### src/rtl/time_set_controller.sv
// Time/date set controller: debounced buttons drive a field editor
// over BCD shadow registers, committed to the datapath by load pulses.
// Ports: clk, rst (async, active-high); sw_mode selects clock/calendar;
// butt_change/increase/decrease raw active-low buttons; cur_* live
// BCD values in; set_* edited BCD values out; load_time/load_date
// one-cycle commit pulses; hold while editing; edit_field one-hot.
module time_set_controller #(
  parameter int DEBOUNCE_CYCLES = 1_000_000,
  parameter int DB_W            = 20
) (
  input  logic        clk,
  input  logic        rst,
  input  logic        sw_mode,
  input  logic        butt_change,
  input  logic        butt_increase,
  input  logic        butt_decrease,
  input  logic [7:0]  cur_hour,
  input  logic [7:0]  cur_min,
  input  logic [7:0]  cur_sec,
  input  logic [7:0]  cur_day,
  input  logic [7:0]  cur_month,
  input  logic [15:0] cur_year,
  output logic [7:0]  set_hour,
  output logic [7:0]  set_min,
  output logic [7:0]  set_sec,
  output logic [7:0]  set_day,
  output logic [7:0]  set_month,
  output logic [15:0] set_year,
  output logic        load_time,
  output logic        load_date,
  output logic        hold,
  output logic [2:0]  edit_field
);

  typedef enum logic [2:0] {
    IDLE,
    EDIT_F2,
    EDIT_F1,
    EDIT_F0,
    COMMIT
  } state_t;

  localparam logic [DB_W-1:0] DB_LAST =
    DB_W'(DEBOUNCE_CYCLES - 1);

  // bit 2 = change, bit 1 = increase, bit 0 = decrease
  logic [2:0]      btn_raw;
  logic [2:0]      sync1;
  logic [2:0]      sync2;
  logic [2:0]      level;
  logic [2:0]      ev;
  logic [DB_W-1:0] cnt [3];
  logic            sw1;
  logic            sw2;

  assign btn_raw = {butt_change, butt_increase, butt_decrease};

  // A level is accepted after DEBOUNCE_CYCLES consecutive samples
  // that disagree with it; any agreeing sample restarts the count.
  always_ff @(posedge clk or posedge rst) begin
    if (rst) begin
      sync1 <= 3'b111;
      sync2 <= 3'b111;
      level <= 3'b111;
      ev    <= 3'b000;
      sw1   <= 1'b0;
      sw2   <= 1'b0;
      for (int i = 0; i < 3; i++) cnt[i] <= '0;
    end else begin
      sync1 <= btn_raw;
      sync2 <= sync1;
      sw1   <= sw_mode;
      sw2   <= sw1;
      for (int i = 0; i < 3; i++) begin
        ev[i] <= 1'b0;
        if (sync2[i] == level[i]) begin
          cnt[i] <= '0;
        end else if (cnt[i] == DB_LAST) begin
          cnt[i]   <= '0;
          level[i] <= sync2[i];
          ev[i]    <= ~sync2[i];
        end else begin
          cnt[i] <= cnt[i] + 1'b1;
        end
      end
    end
  end

  logic ev_chg;
  logic up;
  logic dn;

  assign ev_chg = ev[2];
  assign up     = ev[1] & ~ev[0];
  assign dn     = ev[0] & ~ev[1];

  function automatic logic [7:0] inc8(
    input logic [7:0] v,
    input logic [7:0] lo,
    input logic [7:0] hi
  );
    if (v >= hi)
      return lo;
    else if (v[3:0] >= 4'd9)
      return {v[7:4] + 4'd1, 4'd0};
    else
      return {v[7:4], v[3:0] + 4'd1};
  endfunction

  function automatic logic [7:0] dec8(
    input logic [7:0] v,
    input logic [7:0] lo,
    input logic [7:0] hi
  );
    if (v <= lo || v > hi)
      return hi;
    else if (v[3:0] == 4'd0)
      return {v[7:4] - 4'd1, 4'd9};
    else
      return {v[7:4], v[3:0] - 4'd1};
  endfunction

  function automatic logic [15:0] inc16(input logic [15:0] v);
    logic [15:0] r;
    logic        c;
    r = v;
    c = 1'b1;
    for (int i = 0; i < 4; i++) begin
      if (c) begin
        if (r[4*i +: 4] >= 4'd9) begin
          r[4*i +: 4] = 4'd0;
        end else begin
          r[4*i +: 4] = r[4*i +: 4] + 4'd1;
          c = 1'b0;
        end
      end
    end
    return r;
  endfunction

  function automatic logic [15:0] dec16(input logic [15:0] v);
    logic [15:0] r;
    logic        b;
    r = v;
    b = 1'b1;
    for (int i = 0; i < 4; i++) begin
      if (b) begin
        if (r[4*i +: 4] == 4'd0) begin
          r[4*i +: 4] = 4'd9;
        end else begin
          r[4*i +: 4] = r[4*i +: 4] - 4'd1;
          b = 1'b0;
        end
      end
    end
    return r;
  endfunction

  // Days in the shadow month; leap test on the last two year digits.
  logic [6:0] yy;
  logic       leap;
  logic [7:0] dim;

  always_comb begin
    yy   = 7'(set_year[7:4]) * 7'd10 + 7'(set_year[3:0]);
    leap = (yy[1:0] == 2'b00);
    case (set_month)
      8'h02:                    dim = leap ? 8'h29 : 8'h28;
      8'h04, 8'h06, 8'h09, 8'h11: dim = 8'h30;
      default:                  dim = 8'h31;
    endcase
  end

  state_t state;
  logic   edit_mode;

  always_ff @(posedge clk or posedge rst) begin
    if (rst) begin
      state      <= IDLE;
      edit_mode  <= 1'b0;
      hold       <= 1'b0;
      edit_field <= 3'b000;
      load_time  <= 1'b0;
      load_date  <= 1'b0;
      set_hour   <= 8'h00;
      set_min    <= 8'h00;
      set_sec    <= 8'h00;
      set_day    <= 8'h01;
      set_month  <= 8'h01;
      set_year   <= 16'h2024;
    end else begin
      load_time <= 1'b0;
      load_date <= 1'b0;
      case (state)
        IDLE: begin
          if (ev_chg) begin
            edit_mode  <= sw2;
            set_hour   <= cur_hour;
            set_min    <= cur_min;
            set_sec    <= cur_sec;
            set_day    <= cur_day;
            set_month  <= cur_month;
            set_year   <= cur_year;
            state      <= EDIT_F2;
            hold       <= 1'b1;
            edit_field <= 3'b100;
          end
        end
        EDIT_F2, EDIT_F1, EDIT_F0: begin
          if (sw2 != edit_mode) begin
            state      <= IDLE;
            hold       <= 1'b0;
            edit_field <= 3'b000;
          end else if (ev_chg) begin
            if (state == EDIT_F2) begin
              state      <= EDIT_F1;
              edit_field <= 3'b010;
            end else if (state == EDIT_F1) begin
              state      <= EDIT_F0;
              edit_field <= 3'b001;
            end else begin
              state      <= COMMIT;
              edit_field <= 3'b000;
              load_time  <= ~edit_mode;
              load_date  <= edit_mode;
              if (edit_mode && set_day > dim)
                set_day <= dim;
            end
          end else if (up | dn) begin
            if (state == EDIT_F2) begin
              if (!edit_mode)
                set_hour <= up ? inc8(set_hour, 8'h00, 8'h23)
                                : dec8(set_hour, 8'h00, 8'h23);
              else
                set_day <= up ? inc8(set_day, 8'h01, dim)
                               : dec8(set_day, 8'h01, dim);
            end else if (state == EDIT_F1) begin
              if (!edit_mode)
                set_min <= up ? inc8(set_min, 8'h00, 8'h59)
                               : dec8(set_min, 8'h00, 8'h59);
              else
                set_month <= up ? inc8(set_month, 8'h01, 8'h12)
                                 : dec8(set_month, 8'h01, 8'h12);
            end else begin
              if (!edit_mode)
                set_sec <= up ? inc8(set_sec, 8'h00, 8'h59)
                               : dec8(set_sec, 8'h00, 8'h59);
              else
                set_year <= up ? inc16(set_year) : dec16(set_year);
            end
          end
        end
        COMMIT: begin
          state      <= IDLE;
          hold       <= 1'b0;
          edit_field <= 3'b000;
        end
        default: begin
          state      <= IDLE;
          hold       <= 1'b0;
          edit_field <= 3'b000;
        end
      endcase
    end
  end

endmodule
### config.mk
export PLATFORM = sky130hd
export DESIGN_NAME = time_set_controller
export DESIGN_NICKNAME = d
export VERILOG_FILES = /design/src/rtl/time_set_controller.sv
export SDC_FILE = /design/constraint.sdc
export NUM_CORES = 1
export LEC_CHECK = 0
export CAP_MARGIN = 20
export CORE_MARGIN = 2
export CORE_UTILIZATION = 43
export DETAILED_ROUTE_END_ITERATION = 7
export GPL_ROUTABILITY_DRIVEN = 0
export GPL_TIMING_DRIVEN = 0
export SETUP_SLACK_MARGIN = 0.02
export SYNTH_ARGS = -nofsm -noshare
export SYNTH_HDL_FRONTEND = slang
export SYNTH_SLANG_ARGS = --single-unit
### constraint.sdc
create_clock -name clk -period 7.3 [get_ports clk]
set_input_delay 0.73 -clock clk [delete_from_list [all_inputs] [get_ports clk]]
set_output_delay 0.73 -clock clk [all_outputs]
set_load 0.005 [all_outputs]
==> summary.txt, run 1 <==
DRT
-----------------------------------------------------------------------------------------------
Residual antenna-violating net count after detailed routing                                   0
Drt drc                                                                                       0
DR pass1 iterations                                                                           5
Initial drt markers                                                                         587
Routed wirelength normalized by instance count                                          18.3 um
Total wirelength of the detailed-routed design                                          27.8 mm
Vias per cell                                                                              5.77
Number of vias after detailed routing                                                      8738

LOGIC SYNTHESIS
-----------------------------------------------------------------------------------------------
Number of enable-type register cells in the synthesized netlist                               0
Count of distinct cell types in the synthesized netlist                                      89
Post-Syn Area                                                                        9570 sq um
Warnings from Yosys                                                                           0
Share of the synthesized area in the top cell type                                        0.329
Post-synthesis sequential area ratio                                                      0.368
Synthesized netlist cell count                                                             1079
Async set-reset flop share out of synthesis                                                1.00
Leading cell types by total area after synthesis                                   dfrtp_1 33%, ha_1 6.8%, nor2_1 5.4%
Mean cell area of the mapped netlist                                                 8.87 sq um
Synthesized net count                                                                      1193
Most frequently used flop master after synthesis                                        dfrtp_1
Cell type with the highest aggregate area in the netlist                                dfrtp_1
Number of synthesized register bits                                                         140

CLOCKING
-----------------------------------------------------------------------------------------------
Number of buffers between clock root and the deepest sink                                     2
Number of gates given a new drive strength after cts                                          0
TritonCTS Buffers                                                                            17
Clk_lat worst skew                                                                      0.43 ns
Buffers inserted by post-CTS timing repair                                                    0
Sink Count                                                                                  140
Hold buffer count at cts                                                                      0
Clock tree from TritonCTS                                                                 built
CTS H-tree lvls                                                                               4
CTS Root Cell                                                                         clkbuf_16
Clock input transition at the sequential cells of the worst setup and hold paths        0.07 ns

LAYOUT
-----------------------------------------------------------------------------------------------
Design area                                                                         11800 sq um
Fillers                                                                                    2016
Number of nets in the final layout                                                         1336
Core occupancy in the finished layout                                                     0.540
Share of final-layout standard cells stronger than drive strength 1                      0.0955
Diode insertion count for antenna repair                                                      0
Synthesis-to-finish area growth                                                           23.1%

CRITICAL PATH
-----------------------------------------------------------------------------------------------
CP bufs+invs                                                                                  1
Worst endpoint data arrival time                                                        4.29 ns
Worst reg2reg startpoint                                                           set_month[2]
Critical Path Stages                                                                         11
Launching element of the worst setup path                                          set_month[2]
Highest fanout seen on the critical path                                                     10
R2R Path End                                                                         set_day[4]
Cell breakdown of the critical path                                                buf_1 -> a211oi_1 -> a2111oi_0 -> o32ai_1 -> ha_1 -> or4bb_1 -> mux2i_1 -> o21ai_0 -> mux2i_1 -> a41oi_1 -> mux2_2
Worst reg-to-reg setup slack                                                            3.33 ns
Type of the worst setup path                                                       flip-flop to flip-flop
End of the critical path                                                             set_day[4]
Worst r2r path cells                                                                         11
Kind of end point of the critical path                                                flip-flop
Crit-path slowest cell                                                                a2111oi_0
Kind of cell adding the most delay to the critical path                            compound AO/OA/AOI/OAI gates
Startpoint types                                                                      flip-flop
Library cell appearing most often on the critical path                                  mux2i_1
Delay of the slowest critical-path stage                                                0.58 ns
Crit path required time                                                                 7.62 ns

STA
-----------------------------------------------------------------------------------------------
Portion of the clock cycle consumed by the worst path in the final layout                 0.544
Setup repair after global routing missed its margin                                          no
Headroom to the max-slew limit                                                            0.291
Final setup violation count                                                                   0
Shortest period the worst path allows                                                   3.97 ns
Highest clock frequency the design can meet                                             252 MHz
Number of endpoints with negative hold slack in the final report                              0
Sum of negative setup slack                                                                0 ns
Final Max Slew Viols                                                                          0
Final clock skew                                                                      0.0114 ns
Measured slew at the worst slew-check pin                                               1.06 ns

POWER
-----------------------------------------------------------------------------------------------
Power Dens Cells                                                                    151 nW/um^2
Design Power                                                                            1.78 mW
Leakage power                                                                           4.89 nW
Worst vdd ir                                                                             149 uV

PLACED DESIGN
-----------------------------------------------------------------------------------------------
Placed standard-cell area                                                           11200 sq um
Final HPWL DP                                                                           20.0 mm
Count of input and output buffers                                                           123

FLOORPLANNING
-----------------------------------------------------------------------------------------------
Number of standard-cell rows in the floorplan                                                54
Horiz. Die Dim                                                                           153 um
Ports                                                                                       124
Full die area                                                                       23500 sq um
Die height                                                                               153 um
Core Area                                                                           21800 sq um
Initial Util                                                                              0.439

GLOBAL ROUTE
-----------------------------------------------------------------------------------------------
Global route total overflow                                                                   0
Vias in the first global route                                                             8543
Total global routing track utilization                                                    0.242
Largest net degree at the start of global routing                                            74
Global-route wire length before repair                                                  45.6 mm
Antenna violations before repair                                                              0

RUN
-----------------------------------------------------------------------------------------------
Max capacitance violation total                                                               0

MIN PATH
-----------------------------------------------------------------------------------------------
Class of the most critical hold timing path                                        flip-flop to flip-flop

OUTCOME
-----------------------------------------------------------------------------------------------
Outcome                                                                            finished clean

==> synth_stat cells, types with 12 or more instances <==
master / number
a211oi_1: 14
clkbuf_1: 24
nor2_1: 138
nor4_1: 14
nand4_1: 13
xnor2_1: 30
o21ai_0: 56
mux2_2: 18
ha_1: 52
nor3_1: 29
and3_1: 14
dfstp_2: 14
a21oi_1: 39
nand2_1: 87
dfrtp_1: 126
nand3_1: 52
nand2b_1: 12
xor2_1: 46
o31ai_1: 13
inv_1: 49
==> cell usage in the layout, fill, tap and decap left out, types with 7 or more instances in the layout <==
master | netlist | layout
nor3b_1 | 7 | 7
nand2b_1 | 12 | 12
and2_1 | 7 | 7
ha_1 | 52 | 52
nor2_1 | 138 | 138
o211ai_1 | 10 | 10
o31ai_1 | 13 | 13
xor2_1 | 46 | 46
a221oi_1 | 9 | 9
xnor2_1 | 30 | 30
o22ai_1 | 7 | 7
nor2b_1 | 9 | 9
dfrtp_1 | 126 | 126
nor4_1 | 14 | 14
clkbuf_16 | 0 | 17
nor3_1 | 29 | 29
o21a_1 | 11 | 11
nand3_1 | 52 | 52
clkdlybuf4s50_1 | 0 | 123
and3_1 | 14 | 14
a31oi_1 | 10 | 10
o21ai_0 | 56 | 56
nand2_1 | 87 | 87
clkbuf_1 | 24 | 24
mux2_2 | 18 | 18
dfstp_2 | 14 | 14
a21oi_1 | 39 | 39
inv_1 | 49 | 48
buf_2 | 11 | 11
a211oi_1 | 14 | 14
nand4_1 | 13 | 13
or2_2 | 8 | 8
buf_1 | 7 | 7
==> power by group <==
part	internal, mW	switching, mW
registers	0.784	0.00648
clock network	0.517	0.391
logic	0.0424	0.0395
==> flip-flops by register name, indices dropped and copies added, names as in the netlist <==
name and cells:
sw1 1, cnt 60, set_month 8, load_time 1, edit_mode 1, state 3, level 3, set_hour 8
edit_field 3, ev 3, set_day 8, load_date 1, sync2 3, set_min 8, sync1 3, set_sec 8
hold 1, set_year 16, sw2 1
==> metrics by stage <==
step	hold slack, ns	std cells	worst slack (ns)
CTS	0.351	1515	3.49
global placement	0.334	1482	0.525
global route	0.361	1515	3.16
floorplan	0.331	1079	2.84
finish	0.347	1515	3.33
detailed placement	0.336	1483	3.50
==> logic make-up (layout without fill, tap and decap cells) <==
family,count (synthesis),after routing,share of synthesized area
simple gates,430,430,0.224
compound gates,258,258,0.195
fa+ha+maj,52,52,0.0680
flops,140,140,0.368
buf+inv,96,252,0.0410
mux,27,27,0.0345
xor+xnor,76,76,0.0695
==> cell type report <==
class	count	area [sq um]	area share
inverter	51	196	0.0167
sequential	140	3520	0.299
multi-input combinational	843	5660	0.480
clock inverter	15	176	0.0150
buffer	45	201	0.0171
timing repair buffer	124	1260	0.107
tap	280	350	0.0297
clock buffer	17	425	0.0361
==> layer usage <==
metal  vias to the layer above  part of all wire  GRT usage
met1                      4201              0.45      0.324
met5                         -                 0          0
met3                        58             0.063     0.0508
met2                       256              0.45      0.379
met4                         0             0.035      0.104
li1                       4223                 -          -
==> how the worst min path moves through the flow <==
stage | startpoint | endpoint | slack, ns | cells past startpoint
floorplan | sw1 | sw2 | 0.33 | 0
global placement | sw1 | sw2 | 0.33 | 0
detailed placement | sw1 | sw2 | 0.34 | 0
CTS | sw1 | sw2 | 0.35 | 0
global route | sync1[1] | sync2[1] | 0.36 | 0
finish | sw1 | sw2 | 0.35 | 0
Power figures use the tool's default switching activity.
==> inputs of run 2 (changes only) <==
- PLACE_DENSITY: unset -> 0.67
- clock period: 7.3 -> 3.4 ns (I/O delays scaled with it)
==> summary.txt, run 2 (synthesis gave the netlist of run 1 again) <==
LAYOUT
-----------------------------------------------------------------------------------------------
Diode insertion count for antenna repair                                                      0
Share of final-layout standard cells stronger than drive strength 1                       0.133
Fillers                                                                                    1995
Synthesis-to-finish area growth                                                           26.8%
Number of flip-flops in the largest register                                                 60
Design area                                                                         12100 sq um
Highest-count cells in the layout ignoring fill and taps                           138 x nor2_1, 123 x clkdlybuf4s50_1, 120 x dfrtp_1
Number of nets in the final layout                                                         1360
Most common library cell in the layout ignoring fill and taps                            nor2_1
Number of standard cells in the final layout excluding fillers                             1539
Reg with most FFs                                                                           cnt
Largest registers                                                                  cnt (60), set_year (16)

MIN PATH
-----------------------------------------------------------------------------------------------
Class of the most critical hold timing path                                        input pin to async pin

POWER
-----------------------------------------------------------------------------------------------
Worst vdd ir                                                                             339 uV
Leakage power                                                                           5.01 nW
Power Dens Cells                                                                    307 nW/um^2

STA
-----------------------------------------------------------------------------------------------
Highest clock frequency the design can meet                                             293 MHz
Final Max Slew Viols                                                                          0
Final clock skew                                                                     0.00922 ns
Number of endpoints with negative hold slack in the final report                              0
Headroom to the max-slew limit                                                            0.351
Measured slew at the worst slew-check pin                                              0.970 ns
Setup repair after global routing missed its margin                                         yes
Final WS setup                                                                      -0.00820 ns
Shortest period the worst path allows                                                   3.41 ns
Portion of the clock cycle consumed by the worst path in the final layout                  1.00
Final setup violation count                                                                   3

RUN
-----------------------------------------------------------------------------------------------
Max capacitance violation total                                                               0

FLOORPLANNING
-----------------------------------------------------------------------------------------------
Die height                                                                               153 um
Number of standard-cell rows in the floorplan                                                54
Ports                                                                                       124
Core Area                                                                           21800 sq um
Horiz. Die Dim                                                                           153 um
Full die area                                                                       23500 sq um
Initial Util                                                                              0.439

CLOCKING
-----------------------------------------------------------------------------------------------
Clk_lat worst skew                                                                      0.44 ns
CTS H-tree lvls                                                                               4
CTS Root Cell                                                                         clkbuf_16
Number of buffers between clock root and the deepest sink                                     2
Sink Count                                                                                  140
Clock input transition at the sequential cells of the worst setup and hold paths        0.06 ns
Hold buffer count at cts                                                                      0
Clock tree from TritonCTS                                                                 built
TritonCTS Buffers                                                                            17

CRITICAL PATH
-----------------------------------------------------------------------------------------------
Worst endpoint data arrival time                                                        3.73 ns
Worst reg-to-reg setup slack                                                          -0.008 ns
Cell breakdown of the critical path                                                or4_4 -> a211oi_4 -> ha_1 -> and4bb_2 -> mux2i_4 -> o21a_1 -> a211o_1 -> buf_6 -> a211oi_4 -> mux2_4
Highest fanout seen on the critical path                                                      5
Library cell appearing most often on the critical path                                 a211oi_4
Startpoint types                                                                      flip-flop
Kind of end point of the critical path                                                flip-flop
Crit-path slowest cell                                                                    or4_4
Crit path required time                                                                 3.72 ns
Worst reg2reg startpoint                                                           set_month[2]
Type of the worst setup path                                                       flip-flop to flip-flop
Delay of the slowest critical-path stage                                                0.57 ns
R2R Path End                                                                         set_day[4]
Worst r2r path cells                                                                         10

DRT
-----------------------------------------------------------------------------------------------
Routed wirelength normalized by instance count                                          18.3 um
Number of vias after detailed routing                                                      8957
Vias per cell                                                                              5.82
DR pass1 iterations                                                                           5
Total wirelength of the detailed-routed design                                          28.2 mm
Drt drc                                                                                       0
Residual antenna-violating net count after detailed routing                                   0
Initial drt markers                                                                         581

PLACED DESIGN
-----------------------------------------------------------------------------------------------
Placed standard-cell area                                                           11200 sq um
Placed insts                                                                               1485
Final HPWL DP                                                                           19.9 mm
Count of input and output buffers                                                           123

GLOBAL ROUTE
-----------------------------------------------------------------------------------------------
Total global routing track utilization                                                    0.241
Global route total overflow                                                                   0
Largest net degree at the start of global routing                                            44
Vias in the first global route                                                             8662
Global-route wire length before repair                                                  45.6 mm
Antenna violations before repair                                                              3

OUTCOME
-----------------------------------------------------------------------------------------------
Outcome                                                                            finished, violations left
Failing checks                                                                     negative setup slack

[run 2: changes by cell type in the layout (fill, tap and decap cells not counted), moves of 4 or more]
cell	delta
dfrtp_2	+6
ha_1	-4
buf_4	+23
inv_8	-5
dfrtp_1	-6
[run 2: power breakdown]
group	switching (mW)	internal [mW]
logic	0.0859	0.0950
clock network	0.792	1.05
registers	0.0149	1.68
[run 2: how the worst max path moves through the flow]
stage                  from          to  slack (ns)  cells after the start
6_report       set_month[2]  set_day[4]      -0.008                     10
5_1_grt        set_month[2]  set_day[4]       -0.07                     10
4_1_cts        set_month[0]  set_day[4]        0.02                     13
3_5_place_dp   set_month[3]  set_day[7]       -0.62                     10
3_3_place_gp   set_month[3]  set_day[7]       -0.61                     10
2_1_floorplan  set_month[3]  set_day[4]        0.06                     12
[run 2: per-stage QoR]
stage	hold slack [ns]	util	setup TNS, ns	power, mW	setup slack, ns
global placement	0.339	0.511	-9.29	1.90	-0.606
floorplan	0.331	-	0	1.80	0.0610
CTS	0.300	0.550	0	3.76	0.0218
global route	0.312	0.556	-0.204	3.84	-0.0651
finish	0.300	0.556	-0.0157	3.72	-0.00820
detailed placement	0.337	0.514	-4.24	1.91	-0.621
[run 2: critical path, delay by kind of cell, from the launching register on]
| kind | cells | cell delay (ns) |
|---|---|---|
| AND/OR/NAND/NOR | 2 | 0.84 |
| flip-flops | 1 | 0.44 |
| adder cells (fa/ha/maj) | 1 | 0.28 |
| buffers and inverters | 1 | 0.13 |
| AO/OA/AOI/OAI | 4 | 1.07 |
| multiplexers | 2 | 0.53 |
[run 2: what timing repair did]
action                     in CTS  in global routing
setup endpoints to repair       8                 10
resized for setup              32                 13
setup buffers                   8                 14
pin swaps                       9                 11
[run 2: cell type report]
type | count | area, sq um | area share
multi-input combinational | 843 | 5830 | 0.480
clock buffer | 20 | 457 | 0.0376
buffer | 45 | 213 | 0.0175
inverter | 51 | 198 | 0.0163
timing repair buffer | 148 | 1460 | 0.120
sequential | 140 | 3530 | 0.291
clock inverter | 12 | 114 | 0.00938
tap | 280 | 350 | 0.0288
[run 2: layer usage]
| layer | vias to the layer above | routed length (um) | track usage | share of wire |
|---|---|---|---|---|
| met5 | - | 39 | 0 | 0.0014 |
| met4 | 6 | 724 | 0.0851 | 0.026 |
| met3 | 62 | 2300 | 0.0621 | 0.081 |
| met1 | 4318 | 11900 | 0.315 | 0.42 |
| li1 | 4249 | - | - | - |
| met2 | 322 | 13200 | 0.388 | 0.47 |
==> inputs of run 3 (changes only) <==
- PLACE_DENSITY: 0.67 -> unset
- PLACE_DENSITY_LB_ADDON: unset -> 0.08
==> summary.txt, run 3 (synthesis gave the netlist of run 1 again) <==
POWER
-----------------------------------------------------------------------------------------------
Switching share of power                                                                  0.221
Relative contribution of the clock network to total power                                 0.524
Internal Power                                                                          3.08 mW
Power Dens Cells                                                                    324 nW/um^2
NetSw                                                                                  0.872 mW
Flop pwr share                                                                            0.430
Worst vdd ir                                                                             344 uV
Design Power                                                                            3.95 mW
Logic pwr share                                                                           0.047
Leakage power                                                                           5.04 nW

LAYOUT
-----------------------------------------------------------------------------------------------
Diode insertion count for antenna repair                                                      0
Highest-count cells in the layout ignoring fill and taps                           138 x nor2_1, 123 x clkdlybuf4s50_1, 120 x dfrtp_1
Reg with most FFs                                                                           cnt
Largest registers                                                                  cnt (60), set_year (16)
Number of nets in the final layout                                                         1354
Most common library cell in the layout ignoring fill and taps                            nor2_1
Share of final-layout standard cells stronger than drive strength 1                       0.130
Synthesis-to-finish area growth                                                           27.5%
Number of flip-flops in the largest register                                                 60
Fillers                                                                                    1977

FLOORPLANNING
-----------------------------------------------------------------------------------------------
Initial Util                                                                              0.439
Full die area                                                                       23500 sq um
Number of standard-cell rows in the floorplan                                                54
Die height                                                                               153 um
Core Area                                                                           21800 sq um
Horiz. Die Dim                                                                           153 um
Ports                                                                                       124

GLOBAL ROUTE
-----------------------------------------------------------------------------------------------
Largest net degree at the start of global routing                                            39
Met2 track utilization from global routing                                                0.379
Met3 demand-to-capacity share in global routing                                          0.0476
Total global routing track utilization                                                    0.240
Vias in the first global route                                                             8490
GR Util met1                                                                              0.324
Global route total overflow                                                                   0
Layer with the highest usage after global routing                                          met2
Global-route wire length before repair                                                  45.3 mm
Antenna violations before repair                                                              1

DRT
-----------------------------------------------------------------------------------------------
Vias per cell                                                                              5.81
Drt drc                                                                                       0
Initial drt markers                                                                         655
Routed wirelength normalized by instance count                                          18.4 um
Total wirelength of the detailed-routed design                                          28.3 mm
Residual antenna-violating net count after detailed routing                                   0
Number of vias after detailed routing                                                      8903
DR pass1 iterations                                                                           6

STA
-----------------------------------------------------------------------------------------------
Portion of the clock cycle consumed by the worst path in the final layout                 0.989
Shortest period the worst path allows                                                   3.36 ns
Number of endpoints with negative hold slack in the final report                              0
Final Max Slew Viols                                                                          0
Highest clock frequency the design can meet                                             297 MHz
Final setup violation count                                                                   0
Final clock skew                                                                      0.0120 ns
Sum of negative setup slack                                                                0 ns
Setup repair after global routing missed its margin                                         yes
Final WS setup                                                                        0.0377 ns
Headroom to the max-slew limit                                                            0.274
Measured slew at the worst slew-check pin                                               1.08 ns

CRITICAL PATH
-----------------------------------------------------------------------------------------------
Highest fanout seen on the critical path                                                      4
Worst endpoint data arrival time                                                        3.68 ns
CP bufs+invs                                                                                  2
Crit-path slowest cell                                                                  dfstp_2
Library cell appearing most often on the critical path                                 a211oi_4
Type of the worst setup path                                                       flip-flop to flip-flop
Kind of end point of the critical path                                                flip-flop
Startpoint types                                                                      flip-flop
Crit path required time                                                                 3.71 ns
Delay of the slowest critical-path stage                                                0.60 ns
Kind of cell adding the most delay to the critical path                            compound AO/OA/AOI/OAI gates
Cell breakdown of the critical path                                                clkinvlp_4 -> ha_4 -> a211oi_4 -> a2111oi_4 -> o32ai_4 -> ha_1 -> or4bb_1 -> mux2i_2 -> o21a_1 -> a211o_1 -> buf_6 -> a211oi_4 -> mux2_4

CLOCKING
-----------------------------------------------------------------------------------------------
Clock tree from TritonCTS                                                                 built
TritonCTS Buffers                                                                            17
Number of buffers between clock root and the deepest sink                                     2
Clock input transition at the sequential cells of the worst setup and hold paths        0.07 ns
CTS H-tree lvls                                                                               4
Clk_lat worst skew                                                                      0.43 ns
Sink Count                                                                                  140
Hold buffer count at cts                                                                      0
CTS Root Cell                                                                         clkbuf_16

OUTCOME
-----------------------------------------------------------------------------------------------
Outcome                                                                            finished clean

PLACED DESIGN
-----------------------------------------------------------------------------------------------
Setup Slack @ Placement                                                               -0.391 ns
Count of input and output buffers                                                           123
Final HPWL DP                                                                           20.2 mm

MIN PATH
-----------------------------------------------------------------------------------------------
Class of the most critical hold timing path                                        input pin to async pin

RUN
-----------------------------------------------------------------------------------------------
Max capacitance violation total                                                               0

==> run 3: cell count changes in the layout (fill, tap and decap cells not counted), sizes merged <==
| cell | change |
|---|---|
| buf | -6 |
| bufinv | +3 |
| clkbuf | +1 |
| clkinv | -1 |
| clkinvlp | -3 |
==> run 3: cell type report <==
type | instances | area [sq um] | share of cell area
Tap cell | 280 | 350 | 0.0287
Multi-Input combinational cell | 843 | 5840 | 0.479
Clock inverter | 11 | 178 | 0.0146
Sequential cell | 140 | 3530 | 0.289
Clock buffer | 21 | 470 | 0.0386
Timing Repair Buffer | 142 | 1420 | 0.117
Inverter | 51 | 199 | 0.0163
Buffer | 45 | 213 | 0.0174
==> run 3: repair_timing <==
action	4_1_cts	5_1_grt
pin swaps	4	14
resized for setup	23	23
setup buffers	6	9
setup endpoints to repair	8	22
==> run 3: worst paths after layout <==
kind | from | to | slack, ns | depth (start not counted)
max in group asynchronous | rst | set_day[0] | 2.18 | 5
worst min-delay path | rst | cnt[31] | 0.21 | 2
min in group clk | butt_increase | sync1[1] | 0.31 | 1
worst max register to register | set_month[0] | set_day[4] | 0.04 | 13
worst min register to register | sw1 | sw2 | 0.35 | 0
worst max-delay path | set_month[0] | set_day[4] | 0.04 | 13
==> run 3: stage by stage <==
stage	hold slack, ns	util	std cells	area (sq um)
global placement	0.336	0.511	1482	11200
detailed placement	0.336	0.515	1486	11200
floorplan	0.331	-	1079	9580
global route	0.240	0.559	1533	12200
finish	0.206	0.559	1533	12200
CTS	0.211	0.551	1524	12000
==> run 3: per-layer routing <==
| metal | wire, um | vias up |
|---|---|---|
| met2 | 13100 | 297 |
| met5 | 0 | - |
| met1 | 12500 | 4293 |
| met3 | 1880 | 57 |
| li1 | - | 4256 |
| met4 | 872 | 0 |
==> run 3: power groups by stage <==
| stage | clock network [mW] | registers [mW] | logic, mW |
|---|---|---|---|
| finish | 2.07 | 1.70 | 0.184 |
| global route | 2.18 | 1.70 | 0.205 |
| CTS | 2.11 | 1.70 | 0.189 |
| detailed placement | 0 | 1.73 | 0.187 |
| global placement | 0 | 1.73 | 0.176 |
| floorplan | 0 | 1.73 | 0.0713 |
